File: src/rtl/proc_pkg.sv
// Processor-wide pipeline constants and the payload layout at each stage boundary.
// Keeping the packed structs here fixes the field concatenation order in one place.
package proc_pkg;

    localparam int MAX_PIPE_DEPTH = 4;

    typedef struct packed {
        logic [31:0] pc;
        logic [31:0] instr;
    } if_dec_t;

    typedef struct packed {
        logic [31:0] pc;
        logic [31:0] rs1_val;
        logic [31:0] rs2_val;
        logic [31:0] imm;
        logic [4:0]  rd;
        logic [3:0]  alu_op;
        logic        mem_rd;
        logic        mem_wr;
        logic        wb_en;
        logic        branch;
    } dec_ex_t;

    typedef struct packed {
        logic [31:0] alu_res;
        logic [31:0] store_data;
        logic [4:0]  rd;
        logic [2:0]  mem_op;
        logic        wb_en;
    } ex_mem_t;

    typedef struct packed {
        logic [31:0] wb_data;
        logic [4:0]  rd;
        logic        wb_en;
    } mem_wb_t;

    localparam int IF_DEC_W = $bits(if_dec_t);
    localparam int DEC_EX_W = $bits(dec_ex_t);
    localparam int EX_MEM_W = $bits(ex_mem_t);
    localparam int MEM_WB_W = $bits(mem_wb_t);

endpackage

File: src/rtl/pipe_slot.sv
// One pipeline register slot: valid bit plus payload, with load enable, clear
// and forced-zero payload whenever the incoming entry is a bubble.
module pipe_slot
    import proc_pkg::*;
#(
    parameter int WIDTH = 32
) (
    input  logic             clk_i,
    input  logic             rst_n_i,
    input  logic             clr_i,
    input  logic             load_i,
    input  logic             valid_i,
    input  logic [WIDTH-1:0] data_i,
    output logic             valid_o,
    output logic [WIDTH-1:0] data_o
);

    logic             valid_q;
    logic             valid_d;
    logic [WIDTH-1:0] data_q;
    logic [WIDTH-1:0] data_d;

    // Clear wins over load; a loaded bubble always carries a zero payload (NOP)
    always_comb begin
        valid_d = valid_q;
        data_d  = data_q;
        if (clr_i) begin
            valid_d = 1'b0;
            data_d  = '0;
        end else if (load_i) begin
            valid_d = valid_i;
            data_d  = valid_i ? data_i : '0;
        end else begin
            valid_d = valid_q;
            data_d  = data_q;
        end
    end

    // Slot state register with synchronous reset
    always_ff @(posedge clk_i) begin
        if (!rst_n_i) begin
            valid_q <= 1'b0;
            data_q  <= '0;
        end else begin
            valid_q <= valid_d;
            data_q  <= data_d;
        end
    end

    assign valid_o = valid_q;
    assign data_o  = data_q;

endmodule

File: src/rtl/pipe_stage_ctl.sv
// Parametrised stage register: DEPTH slots with a backward ready chain so that
// bubbles collapse while the output is stalled, plus flush and occupancy tracking.
module pipe_stage_ctl
    import proc_pkg::*;
#(
    parameter int WIDTH = 32,
    parameter int DEPTH = 1,
    parameter int OCC_W = $clog2(DEPTH + 1)
) (
    input  logic             Clock,
    input  logic             nReset,
    input  logic             Stall,
    input  logic             Flush,
    input  logic             InValid,
    input  logic [WIDTH-1:0] In,
    output logic             InReady,
    output logic             OutValid,
    output logic [WIDTH-1:0] Out,
    output logic [OCC_W-1:0] Occupancy
);

    logic [DEPTH:0]              rdy_s;
    logic [DEPTH-1:0]            slot_v_s;
    logic [DEPTH-1:0][WIDTH-1:0] slot_d_s;
    logic [DEPTH-1:0]            src_v_s;
    logic [DEPTH-1:0][WIDTH-1:0] src_d_s;
    logic                        accept_s;
    logic                        consume_s;
    logic [OCC_W-1:0]            occ_q;
    logic [OCC_W-1:0]            occ_d;

    // A slot may load when it is empty or the slot after it is moving
    always_comb begin
        rdy_s        = '0;
        rdy_s[DEPTH] = ~Stall;
        for (int i = DEPTH - 1; i >= 0; i--) begin
            rdy_s[i] = ~slot_v_s[i] | rdy_s[i+1];
        end
    end

    // Each slot is fed by its upstream neighbour; slot 0 by the stage input
    always_comb begin
        src_v_s    = '0;
        src_d_s    = '0;
        src_v_s[0] = InValid;
        src_d_s[0] = In;
        for (int i = 1; i < DEPTH; i++) begin
            src_v_s[i] = slot_v_s[i-1];
            src_d_s[i] = slot_d_s[i-1];
        end
    end

    for (genvar g = 0; g < DEPTH; g++) begin : g_slot
        pipe_slot #(
            .WIDTH (WIDTH)
        ) u_slot (
            .clk_i   (Clock),
            .rst_n_i (nReset),
            .clr_i   (Flush),
            .load_i  (rdy_s[g]),
            .valid_i (src_v_s[g]),
            .data_i  (src_d_s[g]),
            .valid_o (slot_v_s[g]),
            .data_o  (slot_d_s[g])
        );
    end

    assign InReady   = rdy_s[0] & ~Flush;
    assign OutValid  = slot_v_s[DEPTH-1];
    assign Out       = slot_d_s[DEPTH-1];
    assign accept_s  = InValid & InReady;
    assign consume_s = OutValid & ~Stall;

    // Occupancy moves by at most one per cycle; flush empties it outright
    always_comb begin
        occ_d = occ_q;
        if (Flush) begin
            occ_d = '0;
        end else begin
            case ({accept_s, consume_s})
                2'b10:   occ_d = occ_q + OCC_W'(1);
                2'b01:   occ_d = occ_q - OCC_W'(1);
                default: occ_d = occ_q;
            endcase
        end
    end

    // Occupancy register, updated on the same edge as the slots
    always_ff @(posedge Clock) begin
        if (!nReset) begin
            occ_q <= '0;
        end else begin
            occ_q <= occ_d;
        end
    end

    assign Occupancy = occ_q;

endmodule

File: config.mk
export PLATFORM = sky130hd
export DESIGN_NAME = pipe_stage_ctl
export DESIGN_NICKNAME = d
export VERILOG_FILES = /design/src/rtl/proc_pkg.sv /design/src/rtl/pipe_slot.sv /design/src/rtl/pipe_stage_ctl.sv
export SDC_FILE = /design/constraint.sdc
export NUM_CORES = 1
export LEC_CHECK = 0
export BUFFER_PORTS_ARGS = -buffer_cell sky130_fd_sc_hd__buf_2
export CORE_MARGIN = 2
export CORE_UTILIZATION = 47
export DETAILED_ROUTE_END_ITERATION = 16
export PLACE_DENSITY = 0.91
export SLEW_MARGIN = 25
export SYNTH_ARGS = -nofsm -noshare
export SYNTH_HDL_FRONTEND = slang
export SYNTH_SLANG_ARGS = --single-unit
File: constraint.sdc
create_clock -name Clock -period 1.9 [get_ports Clock]
set_input_delay 0.285 -clock Clock [delete_from_list [all_inputs] [get_ports Clock]]
set_output_delay 0.285 -clock Clock [all_outputs]
set_load 0.05 [all_outputs]
==> results_dict.tcl, run 1 <==
set metrics [dict create \
    syn_area_um2 1354 \
    peakVddDrop_v 0.0006365 \
    start_util 0.4909 \
    drt-wirelength-per-cell_um 11.53 \
    slew_headroom 0.7682 \
    synth-seq-area-share 0.5028 \
    holdBufCountCts 0 \
    syn_inst 156 \
    core-area_um2 2758 \
    overflow 0 \
    numCtsBuffers 5 \
    hold_path_class "input pin to register" \
    worstMarginPinSlew_ps 347.8 \
    htree_levels 2 \
    grt_pass1_wl_um 4857 \
    fin_crit_ps 1664 \
    crit_family "simple AND/OR/NAND/NOR gates" \
    setup_tns_ps 0 \
    fill_cells 242 \
    cts_buffer_depth 2 \
    root_buffer "clkbuf_4" \
    dieHeight_um 57.67 \
    track_usage 0.1890 \
    crit_path_max_fanout 34 \
    cts_tree "done" \
    grt_pass1_vias 1124 \
    cts.sinks 34 \
    total_power_mw 1.380 \
    max_freq_mhz 600.8 \
    cp_cell_sequence "and2_4, nor2_1, buf_2" \
    dieArea_um2 3326 \
    startpoint_type "register" \
    io_pins 72 \
    drtAntennaViolNets 0 \
    critPathBufInv 1 \
    nets 260 \
    instances_no_fill 255 \
    hpwl_um 2074 \
    cp-end-kind "output pin" \
    timing.final.ws_setup_ps 235.7 \
    ctsResizeCount 0 \
    vias 1310 \
    cts.reportedPaths.clkPinSlew_ps 110 \
    area_growth_syn_to_layout_pct 26.71 \
    syn_nets 193 \
    via_per_inst 5.137 \
    clock_skew_ps 11.13 \
    place.gp.congestion 0.7092 \
    period_share 0.8760 \
    drtIter0Drc 62 \
    yosys_warnings 0 \
    finalSetupViolCount 0 \
    critical_path_arrival_ps 1380 \
    drc_errors 0 \
    antenna_found_initial 0 \
    maxCapViolCount 0 \
    rows 19 \
    ys_ff_latch 34 \
    totalWireLength_um 2939 \
    status "completed" \
    diodes 0 \
    dieWidth_um 57.67 \
    layout-drive-gt1-share 0.4286 \
    grt_max_degree 35 \
    rsz0062_at_grt "false" \
    powerDensity_nw_per_um2 804.6 \
    crit_slowest_cell "and2_4" \
    slew_violations 0 \
    dr.pass1.iters 4 \
    hold_viol_final 0 \
    worstSetupPathType "register to output pin" \
    worstSkewPairLatency_ps 330 \
    p_leak_nw 0.7818 \
    ys_types 17 \
    postLayoutCoreUtil 0.6221 \
    cts_setup_buffers 0 \
    avgSynthCellArea_um2 8.678 \
    slowest_delay_ps 390 \
    required_ps 1620 \
    pre_cts_ws_ps 572.6 \
    place_inst 247 \
    portBuffers 71 \
]
-- cell type report --
cell class / count / area, µm² / share of cell area
clock buffer: 6 / 51.30 / 0.02991
clock inverter: 2 / 12.51 / 0.007294
multi-input combinational: 107 / 546.8 / 0.3187
sequential: 34 / 680.7 / 0.3968
tap: 31 / 38.79 / 0.02261
timing repair buffer: 75 / 385.4 / 0.2247
-- cells in the mapped netlist (all sizes together) --
cell | count | area (µm²)
nor2 | 3 | 11.26
nand2b | 1 | 6.260
and2b | 1 | 8.760
buf | 15 | 126.4
and2 | 1 | 8.760
dfxtp | 34 | 680.7
a21oi | 32 | 197.7
o21ai | 1 | 5.000
nand2 | 33 | 123.9
nor3 | 1 | 5.000
nand3 | 32 | 160.2
nor3b | 2 | 20.02
-- cells by family after synthesis --
group / synth area share
AOI/OAI and AO/OA: 0.1497
buffers and inverters: 0.09334
DFF: 0.5028
and+or+nand+nor: 0.2542
-- layout by cell type, fill, tap and decap left out, drive strengths merged --
| master | netlist | final |
|---|---|---|
| nand2 | 33 | 33 |
| nor2 | 3 | 3 |
| clkinvlp | 0 | 1 |
| dfxtp | 34 | 34 |
| and2b | 1 | 1 |
| a21oi | 32 | 32 |
| clkinv | 0 | 1 |
| buf | 15 | 75 |
| clkbuf | 0 | 6 |
| o21ai | 1 | 1 |
| nand2b | 1 | 1 |
| nor3 | 1 | 1 |
| nand3 | 32 | 32 |
| nor3b | 2 | 2 |
| and2 | 1 | 1 |
-- sequential cells by signal, indices dropped and copies added (netlist names) --
name / count
Occupancy: 1
g_slot.u_slot.data_o: 32
g_slot.u_slot.valid_o: 1
-- worst paths after layout --
kind	from	end	slack, ps	depth (start not counted)
hold / removal	In[28]	g_slot[0].u_slot.data_o[28]	210	3
setup reg to reg	g_slot[0].u_slot.valid_o	g_slot[0].u_slot.data_o[3]	820	3
setup / recovery	g_slot[0].u_slot.valid_o	InReady	240	3
hold reg to reg	g_slot[0].u_slot.data_o[17]	g_slot[0].u_slot.data_o[17]	450	2
-- stage by stage --
| stage | instance area, µm² | hold slack [ps] |
|---|---|---|
| finish | 1715 | 205.5 |
| global placement | 1652 | 435.2 |
| detailed placement | 1652 | 439.9 |
| global route | 1715 | 193.4 |
| CTS | 1715 | 187.1 |
| floorplan | 1354 | 449.3 |
-- worst register-to-register path: stages, from the launching register on --
cell and delay (ps):
dfxtp_1 380, and2_4 390, nand2_1 130, a21oi_2 130
-- metal layers --
metal | global-route usage | share of wire | vias to the layer above
met1 | 0.2273 | 0.43 | 592
met4 | 0.05980 | 0.0041 | 0
met3 | 0.06920 | 0.088 | 2
met5 | 0 | 0 | -
met2 | 0.3149 | 0.48 | 55
li1 | - | - | 661
-- power breakdown --
part           total, mW  switching [mW]  internal, mW
Combinational      0.217           0.148        0.0687
Clock              0.420           0.242         0.178
Sequential         0.743          0.0102         0.733
Total               1.38           0.400         0.980
Note: power is estimated with default switching activity, not from simulation.
==> run 2: changes to the inputs <==
--- a/config.mk
+++ b/config.mk
@@ -8,7 +8,10 @@
 export BUFFER_PORTS_ARGS = -buffer_cell sky130_fd_sc_hd__buf_2
 export CORE_MARGIN = 2
 export CORE_UTILIZATION = 47
+export CTS_CLUSTER_DIAMETER = 200
 export DETAILED_ROUTE_END_ITERATION = 16
+export GPL_TIMING_DRIVEN = 0
+export HOLD_SLACK_MARGIN = 0.08
 export PLACE_DENSITY = 0.91
 export SLEW_MARGIN = 25
 export SYNTH_ARGS = -nofsm -noshare
==> run 2 against run 1 <==
Against the previous run:
- non-clock buffer count is 10 higher
- setup slack worse by 42 ps
- core utilization rose by 3.3 points
- via count grew 0.84%
- flip-flop and latch count unchanged
- first-iteration DRC count rose by 52%
- routed wire length is 2.7% higher
- final cell count rose by 3.9%
- combinational power is 6% higher
- clock power is 1% lower
- clock skew is 1.5 ps higher
- clock-buffer cell count is the same
- critical endpoint unchanged
==> results_dict.tcl, run 2 (synthesis results as in run 1) <==
set metrics [dict create \
    cp_cell_sequence "and2_4, buf_8, buf_8, nor2_1, buf_2" \
    drt-wirelength-per-cell_um 11.39 \
    p_seq_frac 0.535 \
    worstSetupPathType "register to output pin" \
    grt_max_degree 12 \
    fin_crit_ps 1706 \
    io_pins 72 \
    p_leak_nw 0.8296 \
    totalWireLength_um 3019 \
    cpMostUsedCell "buf_8" \
    pwr-share-comb 0.166 \
    rsz0062_at_grt "false" \
    rows 19 \
    startpoint_type "register" \
    clockPowerShare 0.299 \
    largest_reg_flops 32 \
    drtAntennaViolNets 0 \
    overflow 0 \
    vias 1321 \
    slew_violations 0 \
    crit_path_max_fanout 10 \
    period_share 0.8979 \
    cts_buffer_depth 2 \
    core-area_um2 2758 \
    hold_path_class "input pin to register" \
    peakVddDrop_v 0.0005890 \
    place.gp.congestion 0.7202 \
    critical_path_arrival_ps 1420 \
    ctsResizeCount 0 \
    nets 270 \
    portBuffers 70 \
    grt_pass1_wl_um 5002 \
    slew_headroom 0.8245 \
    cts_tree "done" \
    grt_pass1_vias 1194 \
    slowest_delay_ps 340 \
    finalSetupViolCount 0 \
    diodes 0 \
    crit_slowest_cell "dfxtp_1" \
    status "completed" \
    track_usage 0.1953 \
    layout_commonest_cell "buf_2" \
    dieArea_um2 3326 \
    layout_common_cells "buf_2 (78), dfxtp_1 (34), nand2_1 (33)" \
    hold_viol_final 0 \
    required_ps 1620 \
    layout-drive-gt1-share 0.4530 \
    worstMarginPinSlew_ps 265.0 \
    critPathBufInv 3 \
    dieWidth_um 57.67 \
    drtIter0Drc 94 \
    p_int_mw 0.9895 \
    drc_errors 0 \
    maxCapViolCount 0 \
    cts.sinks 34 \
    htree_levels 2 \
    power_switching_mw 0.3985 \
    numCtsBuffers 5 \
    cts.reportedPaths.clkPinSlew_ps 110 \
    start_util 0.4909 \
    antenna_found_initial 0 \
    dieHeight_um 57.67 \
    hpwl_um 2236 \
    clock_skew_ps 12.60 \
    hold_ws_ps 202.4 \
    p_sw_frac 0.2871 \
    holdBufCountCts 0 \
    powerDensity_nw_per_um2 768.3 \
    worstSkewPairLatency_ps 340 \
    area_growth_syn_to_layout_pct 33.46 \
    crit_family "buffers and inverters" \
    setup_tns_ps 0 \
    cts_setup_buffers 0 \
    via_per_inst 4.985 \
    root_buffer "clkbuf_4" \
    dr.pass1.iters 4 \
    max_freq_mhz 586.2 \
    cp-end-kind "output pin" \
]
run 2: worst reg2reg max path, cell delays in order, from the launching register on:
cell,delay (ps)
dfxtp_1,340
nand2_1,140
buf_2,240
nand3_1,130
a21oi_2,140
run 2: metal layers:
| layer | vias to the layer above | track usage | routed length (µm) |
|---|---|---|---|
| met4 | 0 | 0.06977 | 42 |
| met2 | 56 | 0.3166 | 1377 |
| met1 | 582 | 0.2306 | 1292 |
| met3 | 5 | 0.08482 | 307 |
| li1 | 678 | - | - |
| met5 | - | 0 | 0 |
run 2: metrics by stage:
step           total power, mW  instances    util  cell area, µm²  worst slack (ps)
2_1_floorplan           0.9178        156       -            1354             13.56
3_3_place_gp            0.9889        257  0.6320            1743             468.5
3_5_place_dp            0.9915        257  0.6320            1743             453.1
4_1_cts                  1.409        265  0.6552            1807             165.6
5_1_grt                  1.452        265  0.6552            1807             121.6
6_report                 1.388        265  0.6552            1807             194.0
run 2: path summary, 6_finish.rpt:
path                          startpoint                          end  slack (ps)  depth (start not counted)
max             g_slot[0].u_slot.valid_o                      InReady         190                          5
max reg2reg     g_slot[0].u_slot.valid_o   g_slot[0].u_slot.data_o[5]         850                          4
min                               In[12]  g_slot[0].u_slot.data_o[12]         200                          3
min reg2reg  g_slot[0].u_slot.data_o[18]  g_slot[0].u_slot.data_o[18]         450                          2
run 2: layout make-up:
class / count / area (µm²)
fillers: 246 / 950.9
flip-flops and latches: 34 / 680.7
multi-input cells: 107 / 546.8
repair buffers: 70 / 350.3
plain buffers: 15 / 126.4
clock buffers: 6 / 51.30
well taps: 31 / 38.79
clock inverters: 2 / 12.51
run 2: power groups by stage:
stage	registers (mW)	clock network (mW)	logic [mW]
after floorplan	0.832	0	0.0859
after global placement	0.759	0	0.230
after detailed placement	0.759	0	0.232
after CTS	0.743	0.434	0.233
after global routing	0.746	0.458	0.249
final	0.743	0.415	0.231
